[src/rtl/mips_prog_loader.sv]
// mips_prog_loader: framed byte-stream loader writing big-endian words to MIPS memory; `define MIPS_LOADER_OPCHK_EN adds opcode screening
module mips_prog_loader #(
  parameter int ADDR_W    = 10,
  parameter int BASE_ADDR = 0,
  parameter int MAX_WORDS = 1024
) (
  input  logic              clk,
  input  logic              rst,
  input  logic              in_valid,
  input  logic [7:0]        in_data,
  output logic              in_ready,
  input  logic              rearm,
  output logic              mem_we,
  output logic [ADDR_W-1:0] mem_addr,
  output logic [31:0]       mem_wdata,
  output logic              done,
  output logic              error,
  output logic              cpu_run,
  output logic [15:0]       word_cnt
);
  typedef enum logic [2:0] {S_LEN0, S_LEN1, S_DATA, S_CSUM, S_DONE, S_ERR} state_t;
  state_t state, state_n;
  logic [7:0]  len_hi, xsum;
  logic [15:0] len;
  logic [23:0] asm_r;
  logic [1:0]  idx;
  logic [31:0] word_n;
  logic        xfer, word_done, last_word, op_bad, rearm_go;
  assign xfer      = in_valid & in_ready;
  assign word_n    = {asm_r, in_data};
  assign word_done = xfer && state == S_DATA && idx == 2'd3;
  assign last_word = word_cnt + 16'd1 == len;
  assign rearm_go  = rearm && (state == S_DONE || state == S_ERR);
  assign cpu_run   = done;
`ifdef MIPS_LOADER_OPCHK_EN
  logic [5:0] op;
  assign op     = word_n[31:26];
  assign op_bad = !(op <= 6'd5 || (op >= 6'd8 && op <= 6'd14) || op == 6'h3F);
`else
  assign op_bad = 1'b0;
`endif
  // next-state: length parse, word counting, checksum verdict, rearm from terminal states
  always_comb begin
    state_n = state;
    case (state)
      S_LEN0: state_n = xfer ? S_LEN1 : S_LEN0;
      S_LEN1: if (xfer) state_n = 32'({len_hi, in_data}) > MAX_WORDS ? S_ERR :
                                  {len_hi, in_data} == 16'd0 ? S_CSUM : S_DATA;
      S_DATA: if (word_done) state_n = op_bad ? S_ERR : last_word ? S_CSUM : S_DATA;
      S_CSUM: if (xfer) state_n = in_data == xsum ? S_DONE : S_ERR;
      default: state_n = rearm_go ? S_LEN0 : state;
    endcase
  end
  // state, registered outputs, word assembly and running XOR
  always_ff @(posedge clk) begin
    if (rst) begin
      state     <= S_LEN0;
      in_ready  <= 1'b0;
      mem_we    <= 1'b0;
      done      <= 1'b0;
      error     <= 1'b0;
      mem_addr  <= ADDR_W'(BASE_ADDR);
      mem_wdata <= '0;
      word_cnt  <= '0;
      xsum      <= '0;
      idx       <= '0;
      len_hi    <= '0;
      len       <= '0;
      asm_r     <= '0;
    end else begin
      state    <= state_n;
      in_ready <= state_n != S_DONE && state_n != S_ERR;
      mem_we   <= word_done && !op_bad;
      done     <= state_n == S_DONE;
      error    <= state_n == S_ERR;
      if (rearm_go) begin
        word_cnt <= '0;
        xsum     <= '0;
        idx      <= '0;
        mem_addr <= ADDR_W'(BASE_ADDR);
      end else if (xfer) begin
        if (state != S_CSUM) xsum <= xsum ^ in_data;
        if (state == S_LEN0) len_hi <= in_data;
        if (state == S_LEN1) len <= {len_hi, in_data};
        if (state == S_DATA) begin
          asm_r <= word_n[23:0];
          idx   <= idx + 2'd1;
        end
        if (word_done && !op_bad) begin
          mem_addr  <= ADDR_W'(BASE_ADDR) + word_cnt[ADDR_W-1:0];
          mem_wdata <= word_n;
          word_cnt  <= word_cnt + 16'd1;
        end
      end
    end
  end
endmodule

[config.mk]
export PLATFORM = sky130hd
export DESIGN_NAME = mips_prog_loader
export DESIGN_NICKNAME = d
export VERILOG_FILES = /design/src/rtl/mips_prog_loader.sv
export SDC_FILE = /design/constraint.sdc
export NUM_CORES = 1
export LEC_CHECK = 0
export CELL_PAD_IN_SITES_DETAIL_PLACEMENT = 1
export CELL_PAD_IN_SITES_GLOBAL_PLACEMENT = 1
export CORE_MARGIN = 3
export CORE_UTILIZATION = 40
export DETAILED_ROUTE_END_ITERATION = 8
export PLACE_DENSITY = 0.89
export SYNTH_ARGS = -nofsm -noshare
export SYNTH_HDL_FRONTEND = slang
export SYNTH_SLANG_ARGS = --single-unit
[constraint.sdc]
create_clock -name clk -period 2.5 [get_ports clk]
set_input_delay 0.5 -clock clk [delete_from_list [all_inputs] [get_ports clk]]
set_output_delay 0.5 -clock clk [all_outputs]
set_load 0.01 [all_outputs]
### After elaboration in Yosys (flattened, before gate mapping)

Cells that the tools add are included.

| word-level totals | value |
|---|---|
| output and inout bits | 63 |
| bits in registers | 123 |
| logic and storage cells | 57 |

| cells by class | value |
|---|---|
| $lt $le $gt $ge | 1 |
| multiplexer cells | 10 |
| add/sub/neg operators | 2 |
| equal/unequal tests | 13 |
| reduce and logical (&&, ||, !) cells | 15 |
| bitwise logic cells | 3 |

Operators by type and width:

| operator | number |
|---|---|
| $add 16x1->16 const B | 1 |
| $eq 16x16->1 | 1 |
| $gt 16x11->1 const B | 1 |
| $logic_not 16->1 | 1 |
| $mux 3 | 5 |
| $eq 3x3->1 const B | 4 |
| $pmux 3 s4 | 1 |
| $reduce_and 3->1 | 4 |
| $eq 8x8->1 | 1 |
| $xor 8x8->8 | 1 |
| $eq 3x2->1 const B | 2 |
| $ne 3x3->1 const B | 2 |
| $reduce_and 2->1 | 3 |
| $logic_and 1x1->1 | 4 |
| $mux 1 | 4 |
| $eq 3x1->1 const B | 1 |
| $logic_not 3->1 | 1 |
| $ne 3x2->1 const B | 1 |
| $add 2x1->2 const B | 1 |
| $eq 2x2->1 const B | 1 |
| $reduce_or 2->1 | 1 |
| $and 1x1->1 | 1 |
| $logic_or 1x1->1 | 1 |
| $not 1->1 | 1 |

### Longest topological paths before layout

| depth | value |
|---|---|
| depth in word-level cells | 7 |
| mapped depth | 9 |

### Worst setup path before layout

OpenSTA, ideal clock, no wires.

| timing path | value |
|---|---|
| path kind | flip-flop to flip-flop |
| from | reg word_cnt[1] |
| to | reg state[0] |
| setup slack | 0.468 ns |
| arrival time | 1.893 ns |
| cell stages (with the launch flop) | 9 |
| library setup time | 0.139 ns |
| period minus slack after synthesis | 2.032 ns |
| path through | dfxtp_1 ha_1 buf_2 and3_1 clkbuf_1 nand4_1 a211o_1 a31oi_1 o32ai_1 |

| between the ends | value |
|---|---|
| longest elaborated chain between the ends | 5 |

RTL lines:

| what | RTL line | text |
|---|---|---|
| from (decl) | 19 | `output logic [15:0] word_cnt` |
| from (signal assigned) | 92 | `word_cnt <= word_cnt + 16'd1;` |
| $add 16x1->16 | 32 | `assign last_word = word_cnt + 16'd1 == len;` |
| $eq 16x16->1 | 32 |  |
| $mux 1 | 49 | `S_DATA: if (word_done) state_n = op_bad ? S_ERR : last_word ? S_CSUM : S_DATA;` |
| $mux 3 | 49 |  |
| $pmux 3 s4 | 45 | `case (state)` |
| to (signal assigned) | 71 | `state <= state_n;` |
| to (decl) | 22 | `state_t state, state_n;` |

No other way between the ends.
A chain may end at the register's enable or synchronous reset.

### Worst setup path in the final report

| timing path | value |
|---|---|
| from | in in_valid |
| to | reg word_cnt[15] |

| between the ends | value |
|---|---|
| longest elaborated chain between the ends | 4 |

RTL lines:

| what | RTL line | text |
|---|---|---|
| from (decl) | 9 | `input logic in_valid,` |
| $and 1x1->1 (*) | 29 | `assign xfer = in_valid & in_ready;` |
| $logic_and 1x1->1 (2 in series) | 31 | `assign word_done = xfer && state == S_DATA && idx == 2'd3;` |
| $reduce_and 2->1 (no line) (*) | n/a |  |

Mark *: on every way between the ends. The rest lies on a longest branch, timed or not.

==> insert_results.sql <==
INSERT INTO impl_metrics (metric_group, metric, value, unit) VALUES
('outcome', 'status', 'finished clean', ''),
('floorplan', 'initial_utilization', '41.9', '%'),
('global_route', 'grt_max_degree', '58', ''),
('pwr', 'power.share.clock', '52.1', '%'),
('logic_synthesis', 'syn-cell-area', '0.00516', 'sq mm'),
('cts', 'htree_levels', '4', ''),
('logic_synthesis', 'yosys_reg_bits', '123', ''),
('critical_path', 'arrival', '2560', 'ps'),
('logic_synthesis', 'yosys_warnings', '0', ''),
('route', 'drt-initial-drc-count', '274', ''),
('layout', 'post-route-util', '55.1', '%'),
('cts', 'clk_transition_reported_paths', '60', 'ps'),
('route', 'routed_wirelength', '17.8', 'mm'),
('route', 'drt_pass1_iterations', '5', ''),
('cts', 'cts_setup_buffers', '0', ''),
('sta', 'worst_margin_slew', '588', 'ps'),
('worst_hold_path', 'min-delay-path-class', 'register to register', ''),
('cts', 'cts_tree', 'done', ''),
('route', 'vias', '5007', ''),
('layout', 'drive_above_1_share', '10.5', '%'),
('route', 'post-route-drc-count', '0', ''),
('floorplan', 'ioPinCount', '75', ''),
('layout', 'area_delta_synth_final', '31.3', '%'),
('sta', 'slew-limit-headroom', '60.8', '%'),
('sta', 'layout_min_cycle_time', '2260', 'ps'),
('critical_path', 'reg2reg_slack', '310', 'ps'),
('floorplan', 'die_x', '120', 'um'),
('sta', 'setup_tns', '0', 'ps'),
('cts', 'post_cts.resized_instances', '0', ''),
('global_route', 'grt_first_pass_wirelength', '28.3', 'mm'),
('logic_synthesis', 'mappedNetlistNets', '660', ''),
('cts', 'cts.hold.buffers_added', '0', ''),
('critical_path', 'startpoint_type', 'input port', ''),
('sta', 'post_route_fraction_of_the_period_consumed_by_the_critical_path', '90.3', '%'),
('sta', 'timing.final.setup_violations', '0', ''),
('pwr', 'static_leakage', '2.39', 'nW'),
('pwr', 'report.power.total', '0.00471', 'W'),
('pwr', 'share_seq_of_total_power', '42.8', '%'),
('logic_synthesis', 'synth_enable_flop_cells', '0', ''),
('cts', 'insertion_delay', '420', 'ps'),
('route', 'wl_per_cell', '19.7', 'um'),
('cts', 'clockRootBuffer', 'clkbuf_16', ''),
('floorplan', 'placementRows', '40', ''),
('logic_synthesis', 'dominantRegCellSynth', 'dfxtp_1', ''),
('logic_synthesis', 'synth_cell_types', '48', ''),
('global_route', 'grt_pass1_vias', '5373', ''),
('layout', 'nNetsFinal', '736', ''),
('global_route', 'total_track_usage', '25.2', '%'),
('logic_synthesis', 'synth_area_leader_cell', 'dfxtp_1', ''),
('logic_synthesis', 'ys_async_rst_share', '0', '%'),
('critical_path', 'critical_path_required', '2800', 'ps'),
('layout', 'final.fill_count', '1475', ''),
('logic_synthesis', 'synth.top_cells.by_area', 'dfxtp_1 (48%), nand2_1 (13%), a21oi_1 (8.9%), xor2_1 (4.7%), xnor2_1 (4.2%)', ''),
('pwr', 'vdd.ir_drop.worst', '403', 'uV'),
('logic_synthesis', 'yosysTopAreaCellShare', '47.7', '%'),
('placement', 'io_buffers', '74', ''),
('cts', 'cts-buffers-inserted', '17', ''),
('sta', 'post-route-worst-setup-slack', '241', 'ps'),
('logic_synthesis', 'synthMostInstantiatedCell', 'nand2_1', ''),
('sta', 'grt_setup_unrepaired', 'false', ''),
('cts', 'cts-root-to-sink-buffers', '2', ''),
('placement', 'pre_cts_setup_slack', '-91.8', 'ps'),
('global_route', 'grt_overflow', '0', ''),
('pwr', 'pwr_density_cell', '695', 'mW/mm^2'),
('floorplan', 'core-area', '0.0123', 'sq mm'),
('sta', 'hold_viol_final', '0', ''),
('pwr', 'p_sw_share', '23.0', '%'),
('logic_synthesis', 'ys_seq_area_share', '47.7', '%'),
('route', 'avgViaCountPerCell', '5.54', ''),
('critical_path', 'critical_path_peak_fanout', '3', ''),
('layout', 'antenna_cells', '0', '');
## layout make-up
type / count / area [sq um] / share of cell area (%)
Sequential cell: 123 / 2460 / 36.3
Multi-Input combinational cell: 465 / 2460 / 36.3
Timing Repair Buffer: 112 / 1050 / 15.4
Clock buffer: 22 / 474 / 6.99
Tap cell: 168 / 210 / 3.10
Clock inverter: 10 / 115 / 1.70
Inverter: 3 / 11.3 / 0.166
## kinds of logic (layout without fill, tap and decap cells)
kind of cell             Yosys count  in the layout  synth area share [%]
AND/OR/NAND/NOR                  292            292                  24.9
flip-flops                       123            123                  47.7
AO/OA/AOI/OAI                    109            109                  11.3
buffers and inverters             58            147                  4.92
XOR/XNOR                          53             53                  8.99
multiplexers                       9              9                  1.74
adder cells (fa/ha/maj)            2              2                 0.485
## final timing paths
| check | cells after the start | from | to |
|---|---|---|---|
| setup reg to reg | 6 | word_cnt[2]$_SDFFE_PP0P_ | state[0]$_SDFF_PP0_ |
| setup / recovery | 6 | in_valid | word_cnt[15]$_SDFFE_PP0P_ |
| hold reg to reg | 2 | mem_addr[4]$_SDFFE_PP0P_ | mem_addr[4]$_SDFFE_PP0P_ |
| hold / removal | 2 | mem_addr[4]$_SDFFE_PP0P_ | mem_addr[4]$_SDFFE_PP0P_ |
## layout by cell type, fill, tap and decap left out, drive strengths merged, types with 4 or more instances in the layout
| cell | count |
|---|---|
| nand2 | 178 |
| mux2i | 9 |
| clkinv | 4 |
| a21oi | 92 |
| dfxtp | 123 |
| nor3 | 8 |
| clkdlybuf4s50 | 73 |
| and3 | 5 |
| buf | 39 |
| xnor2 | 25 |
| nor4 | 5 |
| xor2 | 28 |
| nand4 | 8 |
| inv | 4 |
| and2 | 4 |
| nor2 | 46 |
| clkbuf | 22 |
| nand3 | 24 |
## state kept, by name, summed over array words and instances, names as in the netlist
signal and cells:
word_cnt 16, xsum 8, idx 2, asm_r 24
len 16, state 3, mem_addr 10, mem_wdata 32
len_hi 8, in_ready 1, mem_we 1, error 1
cpu_run 1
## per-stage QoR
stage                     hold WS [ps]  cell area (sq um)
after global placement             445               6190
after global routing               482               6780
after floorplan                    432               5160
final                              455               6780
after detailed placement           448               6190
after CTS                          455               6780
## layer usage
metal  part of all wire [%]  global-route usage, %  vias to the layer above
li1                       -                      -                     2289
met1                     38                   27.7                     2466
met2                     53                   46.0                      190
met3                    4.9                   4.90                       62
met4                    3.8                   12.5                        0
met5                      0                      0                        -
## power by group through the flow
stage	Sequential, W	Clock [W]	Combinational [W]
3_5_place_dp	0.00205	0	0.000233
5_1_grt	0.00202	0.00256	0.000262
2_1_floorplan	0.00204	0	0.000145
6_report	0.00201	0.00245	0.000243
3_3_place_gp	0.00205	0	0.000220
4_1_cts	0.00201	0.00246	0.000242
## critical path, stage by stage
cell and delay (ps):
clkdlybuf4s50_1 470, nand2_1 160, or4_2 720, or3_1 420, xor2_1 230, nor2_2 70
Note: power is estimated with default switching activity, not from simulation.
